[src/rtl/dm_arbiter_if.sv]
// Requester-side bundle for one data-memory arbiter port.
// The requester (CPU load/store path or debug/DMA path) uses the master
// modport; the arbiter uses the slave modport.
interface dm_arbiter_if;

   // Request half: held stable by the requester until gnt is seen
   logic        req;
   logic        we;
   logic [9:0]  addr;
   logic [31:0] wdata;

   // Response half: gnt is combinational, rvalid is registered
   logic        gnt;
   logic        rvalid;
   logic [31:0] rdata;

   modport master (
      output req,
      output we,
      output addr,
      output wdata,
      input  gnt,
      input  rvalid,
      input  rdata
   );

   modport slave (
      input  req,
      input  we,
      input  addr,
      input  wdata,
      output gnt,
      output rvalid,
      output rdata
   );

endinterface

[src/rtl/dm_arbiter.sv]
// Two-port arbiter and sequencer in front of the 1024x32 data memory.
// Port 0 is the CPU load/store path, port 1 the debug/DMA path.
// One memory operation is issued per cycle. Read data returns one cycle
// after the grant, together with a valid strobe for the owning port.
// ARB_MODE 0 is round-robin. ARB_MODE 1 gives fixed priority to port 0,
// with a starvation guard that forces port 1 through after STARVE_LIMIT
// consecutive denied cycles.
module dm_arbiter #(
   parameter int ARB_MODE     = 0,
   parameter int STARVE_LIMIT = 8
) (
   input  logic         clk,
   input  logic         rst,
   dm_arbiter_if.slave  p0,
   dm_arbiter_if.slave  p1,
   output logic [9:0]   dm_addr,
   output logic [31:0]  dm_din,
   output logic         dm_we,
   output logic         dm_rd,
   input  logic [31:0]  dm_dout
);

   typedef enum logic {
      PORT0 = 1'b0,
      PORT1 = 1'b1
   } port_t;

   localparam logic [7:0] LIMIT = 8'(STARVE_LIMIT);

   // Arbitration state
   port_t       last_gnt_q, last_gnt_d;
   logic [7:0]  starve_cnt_q, starve_cnt_d;

   // Read-return tracking: one flop per port doubles as the owner record
   logic        p0_rvalid_q, p0_rvalid_d;
   logic        p1_rvalid_q, p1_rvalid_d;

   // Combinational winner of the current cycle
   logic        win0;
   logic        win1;

   // Pick the winner from the current requests and the arbitration state.
   // Nothing is granted while reset is held low.
   always_comb begin
      win0 = 1'b0;
      win1 = 1'b0;
      if (ARB_MODE == 0) begin
         if (p0.req && p1.req) begin
            if (last_gnt_q == PORT0) begin
               win1 = 1'b1;
            end else begin
               win0 = 1'b1;
            end
         end else if (p0.req) begin
            win0 = 1'b1;
         end else if (p1.req) begin
            win1 = 1'b1;
         end
      end else begin
         if (p1.req && (!p0.req || (starve_cnt_q == LIMIT))) begin
            win1 = 1'b1;
         end else if (p0.req) begin
            win0 = 1'b1;
         end
      end
      if (!rst) begin
         win0 = 1'b0;
         win1 = 1'b0;
      end
   end

   // Steer the winner onto the memory bus. With no request the port 0
   // inputs pass through; the memory ignores them since we/rd are low.
   always_comb begin
      dm_addr = p0.addr;
      dm_din  = p0.wdata;
      dm_we   = 1'b0;
      dm_rd   = 1'b0;
      if (win1) begin
         dm_addr = p1.addr;
         dm_din  = p1.wdata;
         dm_we   = p1.we;
         dm_rd   = ~p1.we;
      end else if (win0) begin
         dm_we   = p0.we;
         dm_rd   = ~p0.we;
      end
   end

   // Next-state logic for the last grant, the starvation counter and the
   // read-return strobes.
   always_comb begin
      last_gnt_d   = last_gnt_q;
      starve_cnt_d = 8'd0;
      p0_rvalid_d  = win0 & ~p0.we;
      p1_rvalid_d  = win1 & ~p1.we;

      if (win0) begin
         last_gnt_d = PORT0;
      end else if (win1) begin
         last_gnt_d = PORT1;
      end

      // Count cycles in which port 1 waits; hold at the limit so the
      // forced grant stays pending until it actually happens.
      if ((ARB_MODE != 0) && p1.req && !win1) begin
         if (starve_cnt_q == LIMIT) begin
            starve_cnt_d = starve_cnt_q;
         end else begin
            starve_cnt_d = starve_cnt_q + 8'd1;
         end
      end
   end

   // Register arbitration state and read strobes. Reset drops any read
   // that is still in flight so no stale rvalid appears afterwards.
   always_ff @(posedge clk or negedge rst) begin
      if (!rst) begin
         last_gnt_q   <= PORT0;
         starve_cnt_q <= 8'd0;
         p0_rvalid_q  <= 1'b0;
         p1_rvalid_q  <= 1'b0;
      end else begin
         last_gnt_q   <= last_gnt_d;
         starve_cnt_q <= starve_cnt_d;
         p0_rvalid_q  <= p0_rvalid_d;
         p1_rvalid_q  <= p1_rvalid_d;
      end
   end

   // Port responses: grants are combinational, read data is shared
   always_comb begin
      p0.gnt    = win0;
      p1.gnt    = win1;
      p0.rvalid = p0_rvalid_q;
      p1.rvalid = p1_rvalid_q;
      p0.rdata  = dm_dout;
      p1.rdata  = dm_dout;
   end

endmodule

[src/flat_wrapper.sv]
// flat-port wrapper written by rule: the top's interface ports become plain ports
module dm_arbiter_flat 
#(
   parameter int ARB_MODE     = 0,
   parameter int STARVE_LIMIT = 8
)
  (clk, rst, dm_addr, dm_din, dm_we, dm_rd, dm_dout, p0_req, p0_we, p0_addr, p0_wdata, p0_gnt, p0_rvalid, p0_rdata, p1_req, p1_we, p1_addr, p1_wdata, p1_gnt, p1_rvalid, p1_rdata);
  dm_arbiter_if p0_i ();
  dm_arbiter_if p1_i ();
  input  logic clk;
  input  logic rst;
  output logic [9:0] dm_addr;
  output logic [31:0] dm_din;
  output logic dm_we;
  output logic dm_rd;
  input  logic [31:0] dm_dout;
  input wire logic [$bits(p0_i.req)-1:0] p0_req;
  input wire logic [$bits(p0_i.we)-1:0] p0_we;
  input wire logic [$bits(p0_i.addr)-1:0] p0_addr;
  input wire logic [$bits(p0_i.wdata)-1:0] p0_wdata;
  output wire logic [$bits(p0_i.gnt)-1:0] p0_gnt;
  output wire logic [$bits(p0_i.rvalid)-1:0] p0_rvalid;
  output wire logic [$bits(p0_i.rdata)-1:0] p0_rdata;
  input wire logic [$bits(p1_i.req)-1:0] p1_req;
  input wire logic [$bits(p1_i.we)-1:0] p1_we;
  input wire logic [$bits(p1_i.addr)-1:0] p1_addr;
  input wire logic [$bits(p1_i.wdata)-1:0] p1_wdata;
  output wire logic [$bits(p1_i.gnt)-1:0] p1_gnt;
  output wire logic [$bits(p1_i.rvalid)-1:0] p1_rvalid;
  output wire logic [$bits(p1_i.rdata)-1:0] p1_rdata;
  assign p0_i.req = p0_req;
  assign p0_i.we = p0_we;
  assign p0_i.addr = p0_addr;
  assign p0_i.wdata = p0_wdata;
  assign p0_gnt = p0_i.gnt;
  assign p0_rvalid = p0_i.rvalid;
  assign p0_rdata = p0_i.rdata;
  assign p1_i.req = p1_req;
  assign p1_i.we = p1_we;
  assign p1_i.addr = p1_addr;
  assign p1_i.wdata = p1_wdata;
  assign p1_gnt = p1_i.gnt;
  assign p1_rvalid = p1_i.rvalid;
  assign p1_rdata = p1_i.rdata;
  dm_arbiter #(.ARB_MODE(ARB_MODE), .STARVE_LIMIT(STARVE_LIMIT)) u_core (.clk(clk), .rst(rst), .p0(p0_i), .p1(p1_i), .dm_addr(dm_addr), .dm_din(dm_din), .dm_we(dm_we), .dm_rd(dm_rd), .dm_dout(dm_dout));
endmodule
[config.mk]
export PLATFORM = sky130hd
export DESIGN_NAME = dm_arbiter_flat
export DESIGN_NICKNAME = d
export VERILOG_FILES = /design/src/rtl/dm_arbiter_if.sv /design/src/rtl/dm_arbiter.sv /design/src/flat_wrapper.sv
export SDC_FILE = /design/constraint.sdc
export NUM_CORES = 1
export LEC_CHECK = 0
export ABC_AREA = 1
export CAP_MARGIN = 20
export CORE_AREA = 3 3 89 91
export CTS_CLUSTER_DIAMETER = 40
export DETAILED_ROUTE_END_ITERATION = 12
export DIE_AREA = 0 0 92 94
export GPL_TIMING_DRIVEN = 0
export PLACE_DENSITY = 0.74
export REMOVE_ABC_BUFFERS = 1
export SLEW_MARGIN = 20
export SYNTH_ARGS = -nofsm -noshare
export SYNTH_HDL_FRONTEND = slang
export SYNTH_SLANG_ARGS = --single-unit
[constraint.sdc]
create_clock -name clk -period 1.02 [get_ports clk]
set_input_delay 0.204 -clock clk [delete_from_list [all_inputs] [get_ports clk]]
set_output_delay 0.204 -clock clk [all_outputs]
set_load 0.05 [all_outputs]
After elaboration in Yosys (flattened, before gate mapping)
Index checks and enable logic that the tools add are counted. Widths: inputs -> output; s select.

Register bits after elaboration: 3. Input bits: 122. Output and inout bits: 112. Word-level logic and storage cells: 26.

Muxes and demuxes: 17. Bitwise logic cells: 4. Reductions and logical operators: 2.

Operators by type and width (count): $mux 32 (1); $mux 1 (15); $mux 10 (1); $and 1x1->1 (2); $not 1->1 (2); $reduce_bool 2->1 (1); $logic_and 1x1->1 (1).

Logic depth before layout (Yosys ltp)
Gate-level depths: netlist (run 1).

Word-level depth: 6. Gate-level depth with buffers: 6. Depth with buffers taken out: 5.

Worst setup path after synthesis (run 1)
No wires, ideal clock.

Kind: flip-flop to output port. Start: register u_core.last_gnt_q. End: output port dm_din[10]. Data arrival time: 1.109 ns. Path slack: -0.293 ns. Cell stages (with the launch flop): 5. Buffers on the path: 1. Cell sequence: dfrtp_1 -> nand2_4 -> buf_2 -> nand3_1 -> nand2_1.

Word-level cells in the longest chain between the ends: 4.

Ends and longest elaborated chain: start: declaration (line dm_arbiter.sv:31) `port_t last_gnt_q, last_gnt_d;`; start signal: assignment (line dm_arbiter.sv:124) `last_gnt_q <= last_gnt_d;`; $mux 1 (line dm_arbiter.sv:49) `if (last_gnt_q == PORT0) begin`; $mux 1 (line dm_arbiter.sv:48) `if (p0.req && p1.req) begin`; $mux 1 (line dm_arbiter.sv:66) `if (!rst) begin`; $mux 32 (line dm_arbiter.sv:79) `if (win1) begin`; end: declaration (line flat_wrapper.sv:13) `output logic [31:0] dm_din;`.

No other way between the ends.

Worst setup path after layout (run 1)
Start: register u_core.last_gnt_q. End: output port dm_din[12].

The elaborated chain is that of the path after synthesis.

==> flow_metrics.py, run 1 <==
metrics = {
    "power": {
        "finalPower_mw": 2.51,
        "peakVddDrop_mv": 0.337,
        "pwr_density_cell_nw_per_um2": 925,
        "p_leak_nw": 1.28,
    },
    "detailed_routing": {
        "wl_um": 9750,
        "drc": 0,
        "drt_iter0_markers": 44,
        "wl_per_cell_um": 23.7,
        "num_vias": 1936,
        "ant_nets": 0,
        "drt_first_pass_iters": 5,
        "viasPerCell": 4.70,
    },
    "die": {
        "core.rowCount": 31,
        "io_pins": 234,
        "die_area_um2": 8650,
        "dieWidth_um": 92,
        "core_area_um2": 7210,
        "initial_utilization_pct": 17.8,
        "die_h_um": 94,
    },
    "setup_path": {
        "startpoint_type": "register",
        "cp_max_fo": 6,
        "cp.arrival_ns": 1.37,
        "path_class": "register to output pin",
        "cp.required_ns": 0.82,
        "critPathCaptureType": "output pin",
    },
    "yosys": {
        "netlist_area_um2": 1280,
        "synth.largest_area_cell": "buf_4",
        "async_flop_share_pct": 100,
        "synth_edf_count": 0,
        "synthSimpleGateAreaFrac_pct": 46.9,
        "synth_top_family_by_area": "buffers and inverters",
        "seq_area_frac_synth_pct": 5.84,
        "synthTopCellsByCount": "nand2_1 (91), buf_4 (65), nand3_1 (45), inv_1 (8), buf_2 (7)",
        "synth_area_leaders": "buf_4 (38%), nand2_1 (27%), nand3_1 (18%)",
        "yosys_most_used_dff": "dfrtp_1",
        "synth_top_area_share_pct": 38.0,
        "synth.most_common_cell": "nand2_1",
        "synthXorXnorAreaFrac_pct": 0,
        "avgSynthCellArea_um2": 5.64,
        "synth-adder-area-share_pct": 0,
        "synth_compound_area_share_pct": 0,
        "ys_types": 11,
        "synth_seq_cells": 3,
        "netlist_instances": 228,
        "yosys_warnings": 0,
        "yosys-mux-area-fraction_pct": 0,
    },
    "clock_network": {
        "cts.sinks": 3,
        "cts_tree": "done",
        "clock_latency_ns": 0.22,
        "cts_buffers": 3,
        "clkSlewWorstSetupHoldPaths_ns": 0.03,
        "root_buffer": "clkbuf_8",
        "cts_max_path_buffers": 2,
        "h-tree-depth": 1,
    },
    "cells_and_area": {
        "fill_cells": 755,
        "final_cells": 412,
        "seq_area_um2": 76.3,
        "layout-drive-gt1-share_pct": 30.0,
        "multi_input_area_um2": 900,
        "layout.nets": 436,
        "diodes": 0,
        "area_growth_pct": 111,
        "fin_area_um2": 2710,
    },
    "global_routing": {
        "grt_max_degree": 25,
        "gr-total-overflow": 0,
        "grt_pass1_wl_um": 12300,
        "grt_usage_pct": 20.1,
        "grt_pass1_vias": 1807,
        "antenna_found_initial": 0,
    },
    "sta": {
        "setup_viol": 47,
        "skew_ns": 0.00172,
        "slew_violations": 0,
        "fin_ws_ns": -0.549,
        "maxSlewHeadroom_pct": 79.3,
        "worstMarginPinSlew_ns": 0.311,
        "fin_crit_ns": 1.57,
        "rsz0062_at_grt": "true",
        "hold_viol_final": 0,
        "achievable-frequency_mhz": 637,
        "timing.final.crit_share_pct": 154,
    },
    "placement": {
        "dp.cells": 388,
        "post_dp_cell_area_um2": 2210,
        "gp_congestion": 0.788,
        "dpl.hpwl_um": 6290,
        "place_ws_ns": -1.88,
        "io_buffer_count": 137,
    },
    "worst_hold_path": {
        "hp-class": "primary input to output pin",
    },
    "flow_run": {
        "cap_violations": 0,
    },
    "outcome": {
        "outcome": "finished, violations left",
        "failed_checks": "negative setup slack",
    },
}
[placed cells by master (no fill, tap or decap), types with 4 or more instances in the layout]
master	count
clkdlybuf4s50_1	86
nand2_1	83
buf_6	44
nand3_1	38
nand2_8	12
nand2_2	8
inv_1	6
nand3_2	6
buf_4	4
[what timing repair did]
action                                  CTS  global route
hold buffers                              1             0
endpoints found under the hold margin     3             0
setup buffers                             3             2
gates cloned                              9             5
resized for setup                       353            27
endpoints found under the setup margin   50            46
pin swaps                                 5            11
[critical path: stages (launching register included)]
cell and delay [ns]:
dfrtp_2 0.47, buf_12 0.19, nand2_8 0.10, nand3_1 0.11, nand2_2 0.11, buf_8 0.15
[power by group]
| group | internal (mW) | switching, mW | total [mW] |
|---|---|---|---|
| registers | 0.130 | 0.0187 | 0.149 |
| logic | 0.814 | 1.19 | 2.00 |
| clock network | 0.267 | 0.0887 | 0.356 |
[sequential cells by signal (all words and copies together), names as in the netlist]
signal	count
u_core.p1.rvalid	1
u_core.p0.rvalid	1
u_core.last_gnt_q	1
[final timing paths]
kind	start	to	slack [ns]	cells after the start
max	u_core.last_gnt_q	dm_din[12]	-0.55	5
min	dm_dout[19]	p0_rdata[19]	0.41	0
max reg2reg	u_core.last_gnt_q	u_core.p1.rvalid	-0.03	4
min reg2reg	u_core.last_gnt_q	u_core.last_gnt_q	0.73	4
max in group asynchronous	rst	u_core.last_gnt_q	0.35	2
min in group asynchronous	rst	u_core.p0.rvalid	0.51	2
[final cells by class]
cell class | instances | share of cell area [%]
timing repair inverter | 3 | 0.970
tap | 99 | 4.57
timing repair buffer | 143 | 55.1
inverter | 9 | 1.71
multi-input combinational | 151 | 33.2
clock buffer | 4 | 1.66
sequential | 3 | 2.82
[cell families after synthesis]
family	Yosys count
AND/OR/NAND/NOR	140
buffers and inverters	85
flip-flops	3
[metal layers]
metal  routed length (um)  part of all wire (%)  up-vias  track usage, %
met2                 4190                    43      218            31.4
met4                  193                   2.0        2            3.84
met3                 1860                    19       26            16.5
met5                   76                  0.78        -            11.5
met1                 3430                    35      852            20.2
li1                     -                     -      838               -
[stage by stage]
stage                     hold slack (ns)  utilization, %  TNS, ns
after floorplan                   -0.0916               -   -23.04
after global placement              0.409            30.7   -82.82
after detailed placement            0.409            30.7   -84.29
after CTS                           0.409            35.0   -23.40
after global routing                0.409            37.5   -25.61
final                               0.409            37.5   -23.25
Note: power is estimated with default switching activity, not from simulation.
==> run 2, diff against run 1 <==
Settings changed: CELL_PAD_IN_SITES_DETAIL_PLACEMENT from default to 0, CELL_PAD_IN_SITES_GLOBAL_PLACEMENT from default to 1, CORE_AREA 3 3 89 91 to default, CORE_ASPECT_RATIO from default to 0.75, CORE_MARGIN from default to 3, CORE_UTILIZATION from default to 10, DIE_AREA 0 0 92 94 to default, PLACE_DENSITY 0.74 to default, PLACE_DENSITY_LB_ADDON from default to 0.1.
==> flow_metrics.py, run 2 (synthesized netlist as in run 1, its figures left out) <==
metrics = {
    "detailed_routing": {
        "viasPerCell": 3.76,
        "drc": 0,
        "wl_um": 9970,
        "ant_nets": 0,
        "drt_iter0_markers": 45,
        "wl_per_cell_um": 20.6,
        "num_vias": 1817,
        "drt_first_pass_iters": 4,
    },
    "clock_network": {
        "cts_max_path_buffers": 2,
        "h-tree-depth": 1,
        "cts_tree": "done",
        "clock_latency_ns": 0.22,
        "cts.sinks": 3,
        "cts_buffers": 3,
        "root_buffer": "clkbuf_16",
        "clkSlewWorstSetupHoldPaths_ns": 0.03,
    },
    "setup_path": {
        "critical_path.top_delay_family": "simple AND/OR/NAND/NOR gates",
        "crit_chain": "buf_12 > nand2_8 > nand2_8 > nand2_2 > nand2_2 > buf_6",
        "cp.arrival_ns": 1.40,
        "crit_path_max_incr_delay_ns": 0.40,
        "path_class": "register to output pin",
        "path_buf_inv": 2,
        "regToRegStartpoint": "u_core.last_gnt_q",
        "critPathCaptureType": "output pin",
        "startpoint_type": "register",
        "slowest_stage": "dfrtp_2",
        "cp.required_ns": 0.82,
        "crit_start": "u_core.last_gnt_q",
        "cp_max_fo": 8,
    },
    "cells_and_area": {
        "fin_util_pct": 24.0,
        "fill_cells": 1422,
        "diodes": 0,
        "mostFrequentLayoutCells": "clkdlybuf4s50_1 (86), nand2_2 (47), nand3_1 (45)",
        "layout-drive-gt1-share_pct": 42.0,
        "fin_area_um2": 2980,
        "layout.nets": 440,
        "area_growth_pct": 132,
        "final_common_cell": "clkdlybuf4s50_1",
        "final_cells": 483,
    },
    "outcome": {
        "failed_checks": "negative setup slack",
        "outcome": "finished, violations left",
    },
    "power": {
        "finalPower_mw": 2.80,
        "pwr_density_cell_nw_per_um2": 940,
        "peakVddDrop_mv": 0.328,
        "p_leak_nw": 1.34,
    },
    "global_routing": {
        "antenna_found_initial": 0,
        "grt_pass1_wl_um": 13700,
        "grt_max_degree": 25,
        "gr-total-overflow": 0,
        "grt_usage_pct": 13.4,
        "grt_pass1_vias": 1864,
    },
    "worst_hold_path": {
        "hp-class": "primary input to output pin",
        "hp-start": "dm_dout[8]",
    },
    "sta": {
        "achievable-frequency_mhz": 622,
        "holdWs_ns": 0.408,
        "slew_violations": 0,
        "fin_ws_ns": -0.589,
        "worstMarginPinSlew_ns": 0.420,
        "rsz0062_at_grt": "true",
        "hold_viol_final": 0,
        "maxSlewHeadroom_pct": 72.0,
        "skew_ns": 0.000822,
        "fin_crit_ns": 1.61,
        "timing.final.crit_share_pct": 158,
        "final.setup.tns_ns": -25.44,
        "setup_viol": 47,
    },
    "die": {
        "core_area_um2": 12400,
        "die_area_um2": 14300,
        "core.rowCount": 35,
        "die_h_um": 104,
        "io_pins": 234,
        "dieWidth_um": 137,
        "initial_utilization_pct": 10.3,
    },
    "placement": {
        "gp_congestion": 0.643,
        "place_ws_ns": -2.08,
        "dpl.hpwl_um": 5960,
        "io_buffer_count": 137,
        "dp.cells": 455,
        "post_dp_cell_area_um2": 2300,
    },
    "flow_run": {
        "cap_violations": 0,
    },
}
[run 2: changes by cell type in the layout (fill, tap and decap cells not counted), moves of 3 or more]
cell	previous run	this run
buf_12	1	5
clkbuf_8	3	0
nand2_1	83	40
nand3_1	38	45
nand2_4	2	7
nand3_2	6	0
nand2_2	8	47
clkbuf_16	0	3
[run 2: what timing repair did]
item	4_1_cts	5_1_grt
pin swaps	8	4
hold endpoints to repair	3	0
hold buffers	1	0
setup buffers	9	0
gates cloned	14	0
setup endpoints to repair	50	49
resized for setup	379	33
[run 2: final cells by class]
| cell class | instances | area [um2] | area share (%) |
|---|---|---|---|
| clock buffers | 4 | 78.8 | 2.64 |
| well taps | 166 | 208 | 6.96 |
| repair inverters | 4 | 50.0 | 1.68 |
| flip-flops and latches | 3 | 76.3 | 2.56 |
| repair buffers | 147 | 1570 | 52.6 |
| inverters | 9 | 46.3 | 1.55 |
| multi-input cells | 150 | 956 | 32.0 |
[run 2: where the power goes]
| part | internal [mW] | switching [mW] | total (mW) |
|---|---|---|---|
| clock network | 0.515 | 0.100 | 0.615 |
| logic | 0.843 | 1.21 | 2.05 |
| registers | 0.130 | 0.00598 | 0.136 |
| total | 1.49 | 1.31 | 2.80 |
[run 2: final timing paths]
path | endpoint | slack (ns) | cells after the start
max | dm_din[0] | -0.59 | 6
min | p1_rdata[8] | 0.41 | 0
max reg2reg | u_core.last_gnt_q | -0.25 | 9
min reg2reg | u_core.last_gnt_q | 0.78 | 5
max in group asynchronous | u_core.last_gnt_q | 0.32 | 2
min in group asynchronous | u_core.last_gnt_q | 0.52 | 2
[run 2: routing by layer]
metal  GRT usage, %  part of all wire, %  vias to the layer above  wire (um)
met2           16.7                   36                      163       3630
met3           9.62                   17                        4       1700
li1               -                    -                      845          -
met4           1.57                 0.26                        2         26
met5           6.67                 0.92                        -         92
met1           18.2                   45                      803       4520
==> run 3, diff against run 2 <==
Settings changed: GPL_TIMING_DRIVEN 0 to default.
==> flow_metrics.py, run 3 (synthesized netlist as in run 1, its figures left out) <==
metrics = {
    "setup_path": {
        "cp_max_fo": 30,
        "ff2ff_path_depth": 8,
        "startpoint_type": "register",
        "critPathCaptureType": "output pin",
        "r2r_setup_slack_ns": -0.09,
        "path_class": "register to output pin",
        "crit_start": "u_core.last_gnt_q",
        "r2r_end": "u_core.last_gnt_q",
        "cp.arrival_ns": 1.33,
        "cp.required_ns": 0.82,
        "regToRegStartpoint": "u_core.last_gnt_q",
    },
    "sta": {
        "hold_viol_final": 0,
        "timing.final.crit_share_pct": 151,
        "skew_ns": 0.00330,
        "achievable-frequency_mhz": 650,
        "setup_viol": 48,
        "fin_ws_ns": -0.519,
        "rsz0062_at_grt": "true",
        "maxSlewHeadroom_pct": 88.4,
        "holdWs_ns": 0.0358,
        "fin_crit_ns": 1.54,
        "slew_violations": 0,
        "worstMarginPinSlew_ns": 0.174,
    },
    "detailed_routing": {
        "ant_nets": 0,
        "num_vias": 1732,
        "drc": 0,
        "drt_first_pass_iters": 4,
        "wl_per_cell_um": 17.7,
        "wl_um": 8490,
        "drt_iter0_markers": 47,
        "viasPerCell": 3.61,
    },
    "global_routing": {
        "grt_usage_pct": 11.2,
        "grt_pass1_wl_um": 11800,
        "antenna_found_initial": 0,
        "gr-total-overflow": 0,
        "grt_pass1_vias": 1703,
        "grt_max_degree": 31,
    },
    "power": {
        "swShare_pct": 41.0,
        "pwr_density_cell_nw_per_um2": 912,
        "peakVddDrop_mv": 0.445,
        "comb_power_share_pct": 75.5,
        "p_clk_share_pct": 20.0,
        "p_leak_nw": 1.51,
        "p_int_mw": 1.82,
        "power_frac_seq_pct": 4.5,
        "switchingPower_mw": 1.26,
    },
    "cells_and_area": {
        "layout-drive-gt1-share_pct": 46.2,
        "mostFrequentLayoutCells": "clkdlybuf4s50_1 (86), buf_12 (53), nand2_2 (52)",
        "diodes": 0,
        "layout.nets": 437,
        "area_growth_pct": 163,
        "final_common_cell": "clkdlybuf4s50_1",
        "fill_cells": 1327,
    },
    "flow_run": {
        "cap_violations": 0,
    },
    "clock_network": {
        "root_buffer": "clkbuf_16",
        "cts_max_path_buffers": 2,
        "clkSlewWorstSetupHoldPaths_ns": 0.03,
        "h-tree-depth": 1,
        "cts_buffers": 3,
        "cts_tree": "done",
        "cts.sinks": 3,
        "clock_latency_ns": 0.22,
        "postCtsHoldBufs": 0,
    },
    "die": {
        "core_area_um2": 12400,
        "initial_utilization_pct": 10.3,
        "die_h_um": 104,
        "core.rowCount": 35,
        "dieWidth_um": 137,
        "die_area_um2": 14300,
        "io_pins": 234,
    },
    "placement": {
        "place_ws_ns": -0.648,
        "gp_congestion": 0.670,
        "dpl.hpwl_um": 6750,
        "io_buffer_count": 137,
    },
    "outcome": {
        "failed_checks": "negative setup slack",
        "outcome": "finished, violations left",
    },
    "worst_hold_path": {
        "hp-class": "primary input to asynchronous set/reset pin",
    },
}
run 3: power by group through the flow:
stage / clock network [mW] / registers (mW) / logic [mW]
finish: 0.617 / 0.138 / 2.33
detailed placement: 0 / 0.139 / 2.15
global placement: 0 / 0.139 / 2.16
CTS: 0.625 / 0.138 / 2.27
global route: 0.632 / 0.138 / 2.45
floorplan: 0 / 0.148 / 0.836
run 3: cell type report:
type | count | area (um2) | area share (%)
Sequential cell | 3 | 75.1 | 2.22
Clock buffer | 4 | 78.8 | 2.33
Inverter | 9 | 53.8 | 1.59
Tap cell | 166 | 208 | 6.14
Multi-Input combinational cell | 140 | 847 | 25.0
Timing Repair Buffer | 158 | 2120 | 62.7
run 3: what timing repair did:
action | in CTS | in global routing
setup buffers | 4 | 0
setup endpoints to repair | 49 | 49
pin swaps | 4 | 0
resized for setup | 43 | 54
cloned | 2 | 0
run 3: how the worst max path moves through the flow:
| stage | slack (ns) | depth (start not counted) | endpoint |
|---|---|---|---|
| final | -0.52 | 5 | dm_din[11] |
| after global routing | -0.59 | 5 | dm_din[8] |
| after CTS | -0.54 | 5 | dm_din[9] |
| after detailed placement | -0.65 | 8 | dm_din[11] |
| after global placement | -0.65 | 8 | dm_din[8] |
| after floorplan | -0.52 | 4 | dm_addr[0] |
run 3: per-stage QoR:
stage,cell area [um2],util [%],power (mW),setup TNS [ns],cells
global route,3380,27.2,3.22,-25.30,480
floorplan,717,-,0.984,-23.04,152
global placement,2950,23.7,2.30,-29.95,470
detailed placement,2950,23.7,2.28,-29.90,470
finish,3380,27.2,3.08,-22.72,480
CTS,3210,25.8,3.03,-23.28,480
run 3: critical path, cell delays in order, from the launching register on:
cell and delay, ns:
dfrtp_1 0.40, nand2_4 0.13, buf_12 0.21, nand3_1 0.12, nand2_2 0.10, buf_12 0.13
run 3: metal layers:
layer	up-vias	global-route usage (%)	wire length [um]
met5	-	7.04	98
met4	2	1.21	44
met3	4	9.53	1610
met2	159	13.2	3170
met1	751	15.0	3560
li1	816	-	-
